**src/rtl/seg7_pkg.sv**
```systemverilog
// Shared types, glyphs and decode for the multiplexed 7-segment driver.
// Glyphs are active-low {a,b,c,d,e,f,g}.
package seg7_pkg;

  typedef logic [3:0] digit_t;

  localparam digit_t DIG_DASH  = 4'd10;
  localparam digit_t DIG_BLANK = 4'd11;

  localparam logic [6:0] GLYPH_0     = 7'b0000001;
  localparam logic [6:0] GLYPH_1     = 7'b1001111;
  localparam logic [6:0] GLYPH_2     = 7'b0010010;
  localparam logic [6:0] GLYPH_3     = 7'b0000110;
  localparam logic [6:0] GLYPH_4     = 7'b1001100;
  localparam logic [6:0] GLYPH_5     = 7'b0100100;
  localparam logic [6:0] GLYPH_6     = 7'b0100000;
  localparam logic [6:0] GLYPH_7     = 7'b0001111;
  localparam logic [6:0] GLYPH_8     = 7'b0000000;
  localparam logic [6:0] GLYPH_9     = 7'b0000100;
  localparam logic [6:0] GLYPH_DASH  = 7'b1111110;
  localparam logic [6:0] GLYPH_BLANK = 7'b1111111;

  typedef enum logic [1:0] {
    IDLE,
    CAPTURE,
    SHIFT,
    COMMIT
  } conv_state_t;

  function automatic logic [6:0] digit_glyph(
    input digit_t d
  );
    case (d)
      4'd0:    return GLYPH_0;
      4'd1:    return GLYPH_1;
      4'd2:    return GLYPH_2;
      4'd3:    return GLYPH_3;
      4'd4:    return GLYPH_4;
      4'd5:    return GLYPH_5;
      4'd6:    return GLYPH_6;
      4'd7:    return GLYPH_7;
      4'd8:    return GLYPH_8;
      4'd9:    return GLYPH_9;
      DIG_DASH: return GLYPH_DASH;
      default: return GLYPH_BLANK;
    endcase
  endfunction

endpackage

```
**src/rtl/seg7_if.sv**
```systemverilog
// Field values, update request and display outputs of the driver.
// master = controller side, slave = display driver side.
interface seg7_if #(
  parameter int NUM_FIELDS       = 2,
  parameter int DIGITS_PER_FIELD = 2,
  parameter int VAL_W            = 7
);

  localparam int ND = NUM_FIELDS * DIGITS_PER_FIELD;

  logic [NUM_FIELDS*VAL_W-1:0] values;
  logic                        upd;
  logic                        busy;
  logic [NUM_FIELDS-1:0]       blink_mask;
  logic [ND-1:0]               anode;
  logic [6:0]                  seg;

  modport master (
    output values, upd, blink_mask,
    input  busy, anode, seg
  );

  modport slave (
    input  values, upd, blink_mask,
    output busy, anode, seg
  );

endinterface

```
**src/rtl/seg7_mux_display_bin2bcd.sv**
```systemverilog
// Sequential double-dabble converter, one field at a time, atomic commit.
// SEG7_LEADING_ZERO_BLANK_EN blanks leading zeros at commit.
module bin2bcd_seq
  import seg7_pkg::*;
#(
  parameter int NUM_FIELDS       = 2,
  parameter int DIGITS_PER_FIELD = 2,
  parameter int VAL_W            = 7
) (
  input  logic                                   clk,
  input  logic                                   rst,
  input  logic [NUM_FIELDS*VAL_W-1:0]            values,
  input  logic                                   upd,
  output logic                                   busy,
  output logic [NUM_FIELDS*DIGITS_PER_FIELD*4-1:0] disp
);

  localparam int BW = DIGITS_PER_FIELD * 4;
  localparam int SW = NUM_FIELDS * VAL_W;
  localparam int DW = NUM_FIELDS * BW;
  localparam int FW = NUM_FIELDS > 1 ? $clog2(NUM_FIELDS) : 1;
  localparam int CW = VAL_W > 1 ? $clog2(VAL_W) : 1;
  localparam logic [31:0] MAXV =
    32'(10 ** DIGITS_PER_FIELD - 1);

  conv_state_t state, state_nx;

  logic                  pending;
  logic [SW-1:0]         shadow;
  logic [NUM_FIELDS-1:0] ovf;
  logic [BW-1:0]         acc, acc_add, acc_nx;
  logic [DW-1:0]         bcd_st, bcd_st_nx;
  logic [DW-1:0]         commit_codes;
  logic [FW-1:0]         fcnt;
  logic [CW-1:0]         bcnt;
  logic                  last_bit, last_field;

  function automatic logic [BW-1:0] add3(
    input logic [BW-1:0] b
  );
    logic [BW-1:0] r;
    r = b;
    for (int i = 0; i < DIGITS_PER_FIELD; i++)
      if (b[i*4 +: 4] >= 4'd5)
        r[i*4 +: 4] = b[i*4 +: 4] + 4'd3;
    return r;
  endfunction

  assign busy       = (state != IDLE);
  assign last_bit   = (bcnt == CW'(VAL_W - 1));
  assign last_field = (fcnt == FW'(NUM_FIELDS - 1));

  always_comb begin
    acc_add   = add3(acc);
    acc_nx    = {acc_add[BW-2:0], shadow[VAL_W-1]};
    bcd_st_nx = bcd_st >> BW;
    bcd_st_nx[DW-1 -: BW] = acc_nx;
  end

  always_ff @(posedge clk) begin
    if (rst) state <= IDLE;
    else     state <= state_nx;
  end

  always_comb begin
    state_nx = state;
    unique case (state)
      IDLE:    if (upd) state_nx = CAPTURE;
      CAPTURE: state_nx = SHIFT;
      SHIFT:   if (last_bit && last_field)
                 state_nx = COMMIT;
      COMMIT:  state_nx = (pending || upd) ?
                          CAPTURE : IDLE;
      default: state_nx = IDLE;
    endcase
  end

  always_ff @(posedge clk) begin
    if (rst) begin
      pending <= 1'b0;
      shadow  <= '0;
      ovf     <= '0;
      acc     <= '0;
      bcd_st  <= '0;
      fcnt    <= '0;
      bcnt    <= '0;
      disp    <= '0;
    end else begin
      if (state == COMMIT)  pending <= 1'b0;
      else if (upd && busy) pending <= 1'b1;
      unique case (state)
        CAPTURE: begin
          shadow <= values;
          for (int f = 0; f < NUM_FIELDS; f++)
            ovf[f] <= 32'(values[f*VAL_W +: VAL_W]) > MAXV;
          acc  <= '0;
          fcnt <= '0;
          bcnt <= '0;
        end
        SHIFT: begin
          // Low field of shadow is the one being converted.
          if (last_bit) begin
            acc    <= '0;
            bcd_st <= bcd_st_nx;
            shadow <= shadow >> VAL_W;
            bcnt   <= '0;
            fcnt   <= fcnt + 1'b1;
          end else begin
            acc    <= acc_nx;
            shadow[VAL_W-1:0] <=
              {shadow[VAL_W-2:0], 1'b0};
            bcnt   <= bcnt + 1'b1;
          end
        end
        COMMIT:  disp <= commit_codes;
        default: ;
      endcase
    end
  end

  always_comb begin : build_codes
    digit_t code;
    digit_t nib;
`ifdef SEG7_LEADING_ZERO_BLANK_EN
    logic lead;
`endif
    commit_codes = '0;
    for (int f = 0; f < NUM_FIELDS; f++) begin
`ifdef SEG7_LEADING_ZERO_BLANK_EN
      lead = 1'b1;
`endif
      for (int d = DIGITS_PER_FIELD - 1; d >= 0; d--) begin
        nib  = bcd_st[f*BW + d*4 +: 4];
        code = nib;
`ifdef SEG7_LEADING_ZERO_BLANK_EN
        lead = lead && (nib == 4'd0);
        if (lead && d != 0) code = DIG_BLANK;
`endif
        if (ovf[f]) code = DIG_DASH;
        commit_codes[(f*DIGITS_PER_FIELD + d)*4 +: 4] = code;
      end
    end
  end

endmodule

```
**src/rtl/seg7_mux_display.sv**
```systemverilog
// Multiplexed 7-segment driver: scan, blink and output registers.
// Optional macro SEG7_LEADING_ZERO_BLANK_EN (handled in bin2bcd_seq).
module seg7_mux_display
  import seg7_pkg::*;
#(
  parameter int NUM_FIELDS       = 2,
  parameter int DIGITS_PER_FIELD = 2,
  parameter int VAL_W            = 7,
  parameter int REFRESH_CYCLES   = 100000,
  parameter int BLINK_CYCLES     = 25000000
) (
  input logic  clk,
  input logic  rst,
  seg7_if.slave bus
);

  localparam int ND  = NUM_FIELDS * DIGITS_PER_FIELD;
  localparam int IW  = ND > 1 ? $clog2(ND) : 1;
  localparam int RW  =
    REFRESH_CYCLES > 1 ? $clog2(REFRESH_CYCLES) : 1;
  localparam int BLW =
    BLINK_CYCLES > 1 ? $clog2(BLINK_CYCLES) : 1;

  logic [ND*4-1:0] disp;
  logic [RW-1:0]   refresh;
  logic [IW-1:0]   idx;
  logic [BLW-1:0]  blink_cnt;
  logic            blink_phase;
  digit_t          cur_code;
  logic            cur_blink;

  bin2bcd_seq #(
    .NUM_FIELDS       (NUM_FIELDS),
    .DIGITS_PER_FIELD (DIGITS_PER_FIELD),
    .VAL_W            (VAL_W)
  ) u_conv (
    .clk    (clk),
    .rst    (rst),
    .values (bus.values),
    .upd    (bus.upd),
    .busy   (bus.busy),
    .disp   (disp)
  );

  always_ff @(posedge clk) begin
    if (rst) begin
      refresh <= '0;
      idx     <= '0;
    end else if (refresh == RW'(REFRESH_CYCLES - 1)) begin
      refresh <= '0;
      idx     <= (idx == IW'(ND - 1)) ? '0 : idx + 1'b1;
    end else begin
      refresh <= refresh + 1'b1;
    end
  end

  always_ff @(posedge clk) begin
    if (rst) begin
      blink_cnt   <= '0;
      blink_phase <= 1'b0;
    end else if (blink_cnt == BLW'(BLINK_CYCLES - 1)) begin
      blink_cnt   <= '0;
      blink_phase <= ~blink_phase;
    end else begin
      blink_cnt   <= blink_cnt + 1'b1;
    end
  end

  always_comb begin
    cur_code  = '0;
    cur_blink = 1'b0;
    for (int i = 0; i < ND; i++) begin
      if (idx == IW'(i)) begin
        cur_code  = disp[i*4 +: 4];
        cur_blink = bus.blink_mask[i / DIGITS_PER_FIELD];
      end
    end
  end

  // Blinked digits keep their anode low so scan timing is unchanged.
  always_ff @(posedge clk) begin
    if (rst) begin
      bus.anode <= '1;
      bus.seg   <= GLYPH_BLANK;
    end else begin
      bus.anode <= ~(ND'(1) << idx);
      bus.seg   <= (blink_phase && cur_blink) ?
                   GLYPH_BLANK : digit_glyph(cur_code);
    end
  end

endmodule
```
**src/flat_wrapper.sv**
```systemverilog
// flat-port wrapper written by rule: the top's interface ports become plain ports
module seg7_mux_display_flat import seg7_pkg::*;
#(
  parameter int NUM_FIELDS       = 2,
  parameter int DIGITS_PER_FIELD = 2,
  parameter int VAL_W            = 7,
  parameter int REFRESH_CYCLES   = 100000,
  parameter int BLINK_CYCLES     = 25000000
)
  (clk, rst, bus_values, bus_upd, bus_blink_mask, bus_busy, bus_anode, bus_seg);
  seg7_if #(.NUM_FIELDS(NUM_FIELDS), .DIGITS_PER_FIELD(DIGITS_PER_FIELD), .VAL_W(VAL_W)) bus_i ();
  input logic clk;
  input logic rst;
  input wire logic [$bits(bus_i.values)-1:0] bus_values;
  input wire logic [$bits(bus_i.upd)-1:0] bus_upd;
  input wire logic [$bits(bus_i.blink_mask)-1:0] bus_blink_mask;
  output wire logic [$bits(bus_i.busy)-1:0] bus_busy;
  output wire logic [$bits(bus_i.anode)-1:0] bus_anode;
  output wire logic [$bits(bus_i.seg)-1:0] bus_seg;
  assign bus_i.values = bus_values;
  assign bus_i.upd = bus_upd;
  assign bus_i.blink_mask = bus_blink_mask;
  assign bus_busy = bus_i.busy;
  assign bus_anode = bus_i.anode;
  assign bus_seg = bus_i.seg;
  seg7_mux_display #(.NUM_FIELDS(NUM_FIELDS), .DIGITS_PER_FIELD(DIGITS_PER_FIELD), .VAL_W(VAL_W), .REFRESH_CYCLES(REFRESH_CYCLES), .BLINK_CYCLES(BLINK_CYCLES)) u_core (.clk(clk), .rst(rst), .bus(bus_i));
endmodule
```
**config.mk**
```make
export PLATFORM = sky130hd
export DESIGN_NAME = seg7_mux_display_flat
export DESIGN_NICKNAME = d
export VERILOG_FILES = /design/src/rtl/seg7_pkg.sv /design/src/rtl/seg7_if.sv /design/src/rtl/seg7_mux_display_bin2bcd.sv /design/src/rtl/seg7_mux_display.sv /design/src/flat_wrapper.sv
export SDC_FILE = /design/constraint.sdc
export NUM_CORES = 1
export LEC_CHECK = 0
export ABC_AREA = 1
export CORE_MARGIN = 5
export CORE_UTILIZATION = 40
export DETAILED_ROUTE_END_ITERATION = 6
export DONT_BUFFER_PORTS = 1
export GPL_TIMING_DRIVEN = 0
export PLACE_DENSITY = 0.57
export SKIP_CTS_REPAIR_TIMING = 1
export SYNTH_ARGS = -nofsm -noshare
export SYNTH_HDL_FRONTEND = slang
export SYNTH_SLANG_ARGS = --single-unit
```
**constraint.sdc**
```tcl
create_clock -name clk -period 2.25 [get_ports clk]
set_clock_uncertainty 0.15 [all_clocks]
set_input_delay 0.45 -clock clk [delete_from_list [all_inputs] [get_ports clk]]
set_output_delay 0.45 -clock clk [all_outputs]
set_load 0.05 [all_outputs]
```
---- Word-level counts from Yosys, hierarchy flattened ----
Memories as Yosys holds them, arrays and structs flattened. A register that Yosys moved wholly into a read port is not among the register bits.
Index checks and enable logic that the tools add are counted.
storage, ports and cells
  register bits after elaboration ......... 112
  bits in latches ......................... 0
  RAM bits ................................ 0
  memory bits (read-only) ................. 112
  output and inout bits ................... 12
  word-level logic and storage cells ...... 85
  memories kept ........................... 1
cells by class
  add/sub/neg operators ................... 7
  multiply operators ...................... 0
  div/mod/pow operators ................... 0
  order comparisons ....................... 4
  equality and inequality tests ........... 12
  shift operators ......................... 1
  mux-type cells .......................... 28
  bitwise operators ....................... 2
  reductions and logical operators ........ 15
memories
  name             depth  width  rd ports  clocked after memory_dff  write ports  line            source
  (no name shown)  16     7      1         1                         0            seg7_pkg.sv:33  case (d)
operators by type and width
  kind                                                                    count
  4-bit 2-to-1 mux                                                        9
  14-bit case mux with 2 select lines                                     1
  25-bit by 1-bit adder with 25-bit output (second input constant)        1
  25-bit == test (second input constant)                                  1
  17-bit by 1-bit adder with 17-bit output (second input constant)        1
  17-bit == test (second input constant)                                  1
  8-bit case mux with 2 select lines                                      1
  7-bit > comparator (second input constant)                              2
  7-bit 2-to-1 mux                                                        2
  2-bit == test (second input constant)                                   4
  4-bit by 3-bit >= comparator with 1-bit output (second input constant)  2
  8-bit 2-to-1 mux                                                        1
  2-bit case mux with 4 select lines                                      1
  2-bit OR reduction                                                      4
  1-bit 2-to-1 mux                                                        6
  2-bit 2-to-1 mux                                                        3
  3-bit 2-to-1 mux                                                        2
  2-bit inequality test (second input constant)                           3
  3-bit case mux with 2 select lines                                      1
  2-bit AND reduction                                                     3
  4-bit by 2-bit adder with 4-bit output (second input constant)          1
  2-bit by 1-bit == test with 1-bit output (second input constant)        2
  2-bit logical NOT                                                       2
  4-bit inverter                                                          1
  11 further kinds                                                        14

---- Logic depth before layout (Yosys ltp) ----
Gate-level depths: netlist of run 1.
  depth in word-level cells ............... 7
  depth in mapped cells ................... 15

---- Hierarchy ----
From an unflattened synthesis of run 1, not the netlist that was laid out.
unflattened totals
  cells, all modules ...................... 842
  area, all modules ....................... 5838.1 um^2
by module, submodules not included
  module            times used  cells each  area an instance (um^2)  seq. area each (um^2)
  seg7_mux_display  1           473         3072.9                   1121.1
  bin2bcd_seq       1           369         2765.2                   1261.2

---- Worst setup path after synthesis of run 1 ----
OpenSTA, ideal clock, no wires.
  path kind ............................... reg-to-reg
  from .................................... reg u_core.idx[1]
  to ...................................... reg u_core.bus.seg[3]
  data arrival time ....................... 1.740 ns
  data required time ...................... 1.978 ns
  setup slack ............................. 0.238 ns
  stages on the path, launching flop included .. 15
  clock period less this slack ............ 2.012 ns
  cells stage by stage .................... dfxtp_1 > inv_1 > ha_1 > buf_4 > nor2_1 > nor2_1 > nand2_1 > nand2_1 > nand2_1 > inv_1 > ha_1 > inv_1 > nand3_1 > nand3_1 > nand3_1
on the way
  word-level cells in the longest chain between the ends .. 7
  elaborated cells on any way between the ends .. 14
  those cells by class .................... 3 x eq/ne; 8 x mux; 3 x reduce/logical
RTL lines
  element                         line                    source
  start, declared                 seg7_mux_display.sv:26  logic [IW-1:0] idx;
  start signal, assigned          seg7_mux_display.sv:51  idx <= (idx == IW'(ND - 1)) ? '0 : idx + 1'b1;
  2-bit logical NOT               seg7_mux_display.sv:73  if (idx == IW'(i)) begin
  1-bit 2-to-1 mux (4 in series)  seg7_mux_display.sv:73
  1-bit logical AND               seg7_mux_display.sv:87  bus.seg <= (blink_phase && cur_blink) ?
  2-bit OR reduction (no line)    -
  end, declared                   seg7_if.sv:25           output busy, anode, seg
Several ways; a longest one is shown, not always the timed one.
A chain may end at the register's enable or synchronous reset.

---- Worst setup path in the final report of run 1 ----
  from .................................... reg u_core.u_conv.state[0]
  to ...................................... out bus_busy
on the way
  word-level cells in the longest chain between the ends .. 1
RTL lines
  element                 line                            source
  start, declared         seg7_mux_display_bin2bcd.sv:26  conv_state_t state, state_nx;
  start signal, assigned  seg7_mux_display_bin2bcd.sv:62  else state <= state_nx;
  2-bit nonzero test      seg7_mux_display_bin2bcd.sv:49  assign busy = (state != IDLE);
  end, declared           flat_wrapper.sv:17              output wire logic [$bits(bus_i.busy)-1:0] bus_busy;
No other way between the ends.

==> impl_metrics.yaml, run 1 <==
synth:
  synthTopCellsByCount: "nand2_1, dfxtp_1, nor2_1"
  synth_cell_types: 41
  ys_warn_count: 0
  synth_top_area_cell: "dfxtp_1"
  synth_nets: 823
  synth-edff-count: 0
  synth_most_common_cell: "nand2_1"
  synthTopCellsByArea: "dfxtp_1, nand2_1, nor2_1"
  synth_top_area_share_pct: 42.1
  synthCells: 784
  synth.avg_cell_area_sq_um: 7.21
  ys_seq_area_share_pct: 42.1
  synth_area_sq_um: 5650
  ys_seq_elements: 119
  synthFlopType: "dfxtp_1"
  ys_async_sr_fraction_pct: 0
die:
  io_pins: 31
  die_w_microns: 129
  core_area_sq_um: 13900
  dieArea_sq_um: 16600
  initial_core_util_pct: 40.7
  die_h_microns: 129
  num_rows: 43
setup_path:
  reg2reg_to: "u_core.u_conv.acc[4]"
  ff2ff_path_depth: 7
  critical-path-slowest-cell: "dfxtp_1"
  start_kind: "flip-flop"
  crit_top_cell: "inv_1"
  cp_cell_sequence: "inv_1 > ha_1 > inv_1"
  regToRegSetupSlack_ns: 0.16
  r2r-start: "u_core.u_conv.state[0]"
  endpoint: "bus_busy"
  cp.arrival_ns: 1.52
  cp.depth: 3
  crit_path_max_fanout: 5
  cp_top_family: "buffers and inverters"
  endpoint_kind: "output pin"
  crit_type: "reg2out"
  required_ns: 1.65
  crit_path_start: "u_core.u_conv.state[0]"
  critPathBufInv: 2
  max_stage_delay_ns: 0.39
hold_path:
  hp-start: "bus_upd"
  hold_class: "in2reg"
power_and_ir_drop:
  netSwitchingFraction_pct: 28.5
  clkPwrFrac_pct: 47.2
  ir_drop_uv: 583
  p_total_w: 0.00611
  p_comb_share_pct: 13.1
  switchingPower_w: 0.00174
  cellLeakagePower_nw: 2.56
  p_int_w: 0.00437
  p_per_area_nw_per_um2: 934
  seq_power_share_pct: 39.7
timing:
  slew_headroom_pct: 53.9
  finalSetupViolations: 0
  min_period_over_period_pct: 94.2
  fmax_mhz: 472
  setup-tns-final_ns: 0
  rsz0062_at_grt: "false"
  worstMarginPinSlew_ns: 0.689
  fin_crit_ns: 2.12
  finalHoldViolCount: 0
  fin_hold_ws_ns: 0.0230
  drv_slew: 0
drt:
  drt-pass1-iter-count: 5
  initialDrtViolationCount: 250
  routedWlPerCell_microns: 12.9
  viasPerCell: 4.96
  drc: 0
  vias: 4945
  wl_microns: 12800
  ant_nets: 0
global_routing:
  antenna_found_initial: 0
  grt_usage_pct: 16.7
  grt_overflow: 0
  grt_pass1_wl_microns: 22400
  grt_start_max_net_pins: 17
  grt_pass1_vias: 4832
outcome:
  status: "finished, final reports clean"
clocking:
  numCtsBuffers: 17
  htreeDepth: 4
  clk_transition_reported_paths_ns: 0.06
  clock-root-buffer: "clkbuf_16"
  insertion_delay_ns: 0.42
  cts.path.max_buffers: 2
  cts_sinks: 119
  cts_tree: "done"
final_layout:
  insertedDiodeCount: 0
  instances_no_fill: 996
  nNetsFinal: 842
  fillerInstances: 1431
  drive_above_1_share_pct: 9.68
  syn2layout_area_growth_pct: 15.7
place:
  dp.cells: 964
  portBuffers: 0
  place_congestion: 0.846
  dp_hpwl_microns: 9380
job:
  maxCapViolCount: 0
-- cell type report --
cell class | count | area, sq um | area share (%)
Multi-Input combinational cell | 562 | 2860 | 43.7
Sequential cell | 119 | 2380 | 36.4
Clock buffer | 17 | 425 | 6.50
Inverter | 82 | 310 | 4.74
Tap cell | 180 | 225 | 3.44
Clock inverter | 15 | 203 | 3.10
Buffer | 20 | 126 | 1.93
Timing Repair Buffer | 1 | 7.51 | 0.115
-- flip-flops by register name (all words and copies together), names as in the netlist --
register	cells
u_core.blink_cnt	25
u_core.refresh	17
u_core.u_conv.bcd_st	16
u_core.u_conv.disp	16
u_core.u_conv.shadow	14
u_core.u_conv.acc	8
u_core.bus.seg	7
u_core.bus.anode	4
u_core.u_conv.bcnt	3
u_core.idx	2
u_core.u_conv.ovf	2
u_core.u_conv.state	2
u_core.blink_phase	1
u_core.u_conv.fcnt	1
u_core.u_conv.pending	1
-- worst min path at each step --
stage | endpoint | slack, ns | cells past startpoint
final | u_core.u_conv.pending | 0.02 | 2
after global routing | u_core.u_conv.shadow[8] | 0.02 | 2
after CTS | u_core.u_conv.pending | 0.01 | 2
after detailed placement | u_core.u_conv.disp[5] | 0.29 | 2
after global placement | u_core.refresh[0] | 0.28 | 1
after floorplan | u_core.refresh[0] | 0.27 | 1
-- metal layers --
layer	wire length, microns	track usage, %	up-vias
li1	-	-	2577
met1	6200	21.8	2258
met2	5910	26.4	94
met3	527	4.73	16
met4	195	6.05	0
met5	0	0	-
-- through the flow --
stage | utilization, % | area, sq um | setup WS [ns]
final | 47.1 | 6540 | 0.131
after global routing | 47.1 | 6540 | 0.00821
after CTS | 46.9 | 6510 | -0.112
after detailed placement | 42.4 | 5880 | -0.0903
after global placement | 42.4 | 5880 | 0.000868
after floorplan | - | 5650 | 0.238
-- logic make-up after synthesis --
| logic type | after synthesis | share of synthesized area, % |
|---|---|---|
| and+or+nand+nor | 379 | 29.3 |
| AOI/OAI and AO/OA | 142 | 13.1 |
| DFF | 119 | 42.1 |
| buffers and inverters | 103 | 7.77 |
| xor gates and xnor gates | 21 | 3.25 |
| adders and majority gates | 20 | 4.43 |
-- cells in the final DEF (no fill, tap or decap), drive strengths merged, types with 11 or more instances in the layout --
cell / instances
a21oi: 77
buf: 13
clkbuf: 25
dfxtp: 119
ha: 20
inv: 84
nand2: 182
nand3: 44
nor2: 118
nor3: 11
o21ai: 51
xor2: 13
-- power groups by stage --
stage / sequential [W] / clock, W / combinational, W
2_1_floorplan: 0.00243 / 0 / 0.000612
3_3_place_gp: 0.00246 / 0 / 0.000762
3_5_place_dp: 0.00247 / 0 / 0.000788
4_1_cts: 0.00243 / 0.00294 / 0.000790
5_1_grt: 0.00245 / 0.00305 / 0.000917
6_report: 0.00243 / 0.00289 / 0.000799
No activity file was read; power rests on OpenSTA's default activity.
==> run 2, diff against run 1 <==
==> constraint.sdc (replaced) <==
create_clock -name clk -period 2.26 [get_ports clk]
set_clock_uncertainty 0.15 [all_clocks]
set_input_delay 0.452 -clock clk [delete_from_list [all_inputs] [get_ports clk]]
set_output_delay 0.452 -clock clk [all_outputs]
set_load 0.05 [all_outputs]
==> impl_metrics.yaml, run 2 (synthesis results as in run 1) <==
power_and_ir_drop:
  p_per_area_nw_per_um2: 930
  clkPwrFrac_pct: 47.3
  netSwitchingFraction_pct: 28.6
  cellLeakagePower_nw: 2.56
  p_int_w: 0.00435
  p_total_w: 0.00608
  switchingPower_w: 0.00174
  ir_drop_uv: 581
  p_comb_share_pct: 13.0
  seq_power_share_pct: 39.7
final_layout:
  stdcell_area_sq_um: 6540
  largest_reg_flops: 25
  final_common_cell: "nand2_1"
  reg_top3: "u_core.blink_cnt x25, u_core.refresh x17"
  regMostFlops: "u_core.blink_cnt"
  nNetsFinal: 842
  syn2layout_area_growth_pct: 15.7
  drive_above_1_share_pct: 9.56
  insertedDiodeCount: 0
  layout_common_cells: "nand2_1, dfxtp_1, nor2_1"
  instances_no_fill: 996
global_routing:
  grt_start_max_net_pins: 17
  antenna_found_initial: 0
  grt_overflow: 0
  grt_pass1_vias: 4832
  grt_usage_pct: 16.7
  grt_pass1_wl_microns: 22400
timing:
  worstMarginPinSlew_ns: 0.690
  slew_headroom_pct: 53.9
  setup_ws_ns: 0.139
  finalHoldViolCount: 0
  fmax_mhz: 471
  fin_crit_ns: 2.12
  min_period_over_period_pct: 93.9
  rsz0062_at_grt: "false"
  fin_hold_ws_ns: 0.0248
  drv_slew: 0
  finalSetupViolations: 0
setup_path:
  cp.arrival_ns: 1.52
  reg2reg_to: "u_core.bus.seg[3]"
  cp_cell_sequence: "inv_1 > ha_1 > inv_1"
  start_kind: "flip-flop"
  crit_type: "reg2out"
  critPathBufInv: 2
  r2r-start: "u_core.idx[1]"
  endpoint_kind: "output pin"
  crit_top_cell: "inv_1"
  regToRegSetupSlack_ns: 0.17
  critical-path-slowest-cell: "dfxtp_1"
  ff2ff_path_depth: 14
  max_stage_delay_ns: 0.39
  crit_path_max_fanout: 5
  cp_top_family: "buffers and inverters"
  required_ns: 1.66
place:
  place_congestion: 0.846
  dp.cells: 964
  placed_cell_area_sq_um: 5880
  place_ws_ns: -0.0803
  portBuffers: 0
  dp_hpwl_microns: 9380
drt:
  wl_microns: 12800
  vias: 4948
  drt-pass1-iter-count: 6
  viasPerCell: 4.97
  ant_nets: 0
  initialDrtViolationCount: 258
  routedWlPerCell_microns: 12.9
  drc: 0
die:
  num_rows: 43
  die_w_microns: 129
  core_area_sq_um: 13900
  die_h_microns: 129
  io_pins: 31
  dieArea_sq_um: 16600
  initial_core_util_pct: 40.7
hold_path:
  hold_class: "in2reg"
  hp-start: "bus_upd"
  hold_depth: 2
  min_to: "u_core.u_conv.pending"
clocking:
  cts_tree: "done"
  htreeDepth: 4
  insertion_delay_ns: 0.42
  clk_transition_reported_paths_ns: 0.06
  clock-root-buffer: "clkbuf_16"
  numCtsBuffers: 17
  cts_sinks: 119
  cts.path.max_buffers: 2
job:
  maxCapViolCount: 0
outcome:
  status: "finished, final reports clean"
==> run 2: how the worst max path moves through the flow <==
stage / from / endpoint / slack (ns) / cells after the start
6_report: u_core.u_conv.state[0] / bus_busy / 0.14 / 3
5_1_grt: u_core.u_conv.state[0] / u_core.u_conv.acc[3] / 0.001 / 7
4_1_cts: u_core.idx[0] / u_core.bus.seg[3] / -0.10 / 13
3_5_place_dp: u_core.idx[0] / u_core.bus.seg[3] / -0.08 / 13
3_3_place_gp: u_core.idx[0] / u_core.bus.seg[3] / 0.01 / 13
2_1_floorplan: u_core.idx[1] / u_core.bus.seg[3] / 0.25 / 14
==> run 2: worst reg2reg max path, stage by stage (launching register included) <==
cell and delay, ns:
dfxtp_2 0.34, inv_1 0.07, ha_1 0.18, buf_4 0.16
nor2_4 0.14, nor2_4 0.06, nand2_1 0.06, nand2_1 0.06
nand2_2 0.11, inv_2 0.07, ha_1 0.27, inv_1 0.06
nand3_1 0.10, nand3_1 0.11, nand3_1 0.06
==> run 2: final cells by class <==
cell class | instances | area [sq um]
buffer | 20 | 125
clock inverter | 15 | 203
multi-input combinational | 562 | 2860
fill | 1432 | 7340
inverter | 82 | 310
tap | 180 | 225
clock buffer | 17 | 425
timing repair buffer | 1 | 7.51
sequential | 119 | 2380
==> run 2: through the flow <==
step	utilization, %	TNS [ns]
global placement	42.4	0
finish	47.1	0
detailed placement	42.4	-0.0803
floorplan	-	0
global route	47.1	0
CTS	46.9	-0.102
==> run 2: power groups by stage <==
stage | clock [W] | sequential (W) | combinational [W]
after floorplan | 0 | 0.00242 | 0.000609
after global placement | 0 | 0.00245 | 0.000759
after detailed placement | 0 | 0.00246 | 0.000784
after CTS | 0.00292 | 0.00242 | 0.000787
after global routing | 0.00304 | 0.00244 | 0.000910
final | 0.00288 | 0.00242 | 0.000790
==> run 2: routing by layer <==
metal	global-route usage (%)	share of wire, %
met2	26.4	46
met3	4.73	3.8
met1	21.8	49
met4	6.05	1.5
met5	0	0
==> RTL change, RTL diff (flow settings as in run 1) <==
`BLINK_CYCLES` is set to 25000000 in 2 places; all go to 6250000.
--- a/src/rtl/seg7_mux_display.sv
+++ b/src/rtl/seg7_mux_display.sv
@@ -7,7 +7,7 @@
   parameter int DIGITS_PER_FIELD = 2,
   parameter int VAL_W            = 7,
   parameter int REFRESH_CYCLES   = 100000,
-  parameter int BLINK_CYCLES     = 25000000
+  parameter int BLINK_CYCLES     = 6250000
 ) (
   input logic  clk,
   input logic  rst,
--- a/src/flat_wrapper.sv
+++ b/src/flat_wrapper.sv
@@ -5,7 +5,7 @@
   parameter int DIGITS_PER_FIELD = 2,
   parameter int VAL_W            = 7,
   parameter int REFRESH_CYCLES   = 100000,
-  parameter int BLINK_CYCLES     = 25000000
+  parameter int BLINK_CYCLES     = 6250000
 )
   (clk, rst, bus_values, bus_upd, bus_blink_mask, bus_busy, bus_anode, bus_seg);
   seg7_if #(.NUM_FIELDS(NUM_FIELDS), .DIGITS_PER_FIELD(DIGITS_PER_FIELD), .VAL_W(VAL_W)) bus_i ();
Behaviour: no difference found for any inputs over 10 cycles, from zero or initial values and one cycle with rst high; that may be too few to reach the edited logic, so the function may still have changed.
==> RTL change against run 1 <==
- power is 6.7% higher
- register-to-register slack better by 30 ps
- clock power is 7% higher
- worst setup slack worse by 45 ps
- sequential cell count is 2 lower
- wire length is 6.1% higher
- synthesized area is 1.3% higher
- design area is 2.4% higher
==> RTL change: results (changes against run 1) <==
metric;value;unit;change
status;completed;;
placed_cell_area;0.00595;mm^2;+1.3%
area_delta_synth_final;16.9;%;
final_cells;1041;;+4.5%
worst-r2r-setup-slack;190;ps;+30 ps
netSwitchingFraction;27.9;%;-0.61 points
wl_per_cell;13.1;um;+1.5%
cts_buffers;17;;unchanged
ir_drop;0.579;mV;-0.64%
yosys_register_bits;117;;-1.7%
core-area;0.0140;mm^2;+0.78%
syn_nets;865;;+5.1%
synth.distinct_cells;39;;-4.9%
p_leak;0.00262;uW;+2.4%
multi_input_area_share;43.2;%;-0.52 points
place.gp.congestion;0.862;;+1.9%
synth.avg_cell_area;6.94;um^2;-3.8%
crit_slowest_cell;inv_1;;
viasPerCell;5.02;;+1.0%
grt_pass1_vias;4684;;-3.1%
power.net_switching;1820;uW;+4.5%
n_all_inverters;106;;+29%
max_slew.worst_pin.slew;623;ps;-65.7 ps
nonClkBufAreaFrac;2.45;%;+0.40 points
num-multi-input-gates;582;;+3.6%
dp_slack;-176;ps;-85.4 ps
largestRegisters;u_core.blink_cnt x23, u_core.refresh x17;;
nFillCells;1428;;-0.21%
synth_area_leaders;dfxtp_1 41%, nand2_1 14%, a21oi_1 6.8%;;
grt_pass1_wl;22700;um;+1.3%
dp_hpwl;10100;um;+7.6%
max_stage_delay;430;ps;+40 ps
drive_gt1_share;9.41;%;-0.27 points
seq_area_frac_synth;40.9;%;-1.3 points
whs;33.0;ps;+10.0 ps
sequentialPowerShare;36.8;%;-2.9 points
sh_seq_area;35.0;%;-1.4 points
arrival;1560;ps;+40 ps
final_nets;888;;+5.5%
-- RTL change: cell families (layout without fill, tap and decap cells) --
logic type	count (synthesis)	after routing	synth area share (%)
simple gates	407	407	30.3
compound gates	139	139	12.8
buf+inv	127	162	9.22
flops	117	117	40.9
fa+ha+maj	20	20	4.37
xor+xnor	16	16	2.45
-- RTL change: path summary, 6_finish.rpt --
kind                          startpoint                        to  depth (start not counted)
setup reg to reg           u_core.idx[0]         u_core.bus.seg[3]                         12
hold / removal            bus_values[11]  u_core.u_conv.shadow[11]                          2
setup / recovery  u_core.u_conv.state[0]                  bus_busy                          3
hold reg to reg        u_core.refresh[0]         u_core.refresh[0]                          1
-- RTL change: per-layer routing --
| metal | GRT usage [%] | up-vias | wire [um] |
|---|---|---|---|
| met2 | 25.5 | 151 | 5890 |
| met1 | 23.7 | 2371 | 6700 |
| li1 | - | 2681 | - |
| met3 | 4.49 | 18 | 834 |
| met4 | 5.75 | 0 | 189 |
| met5 | 0 | - | 0 |
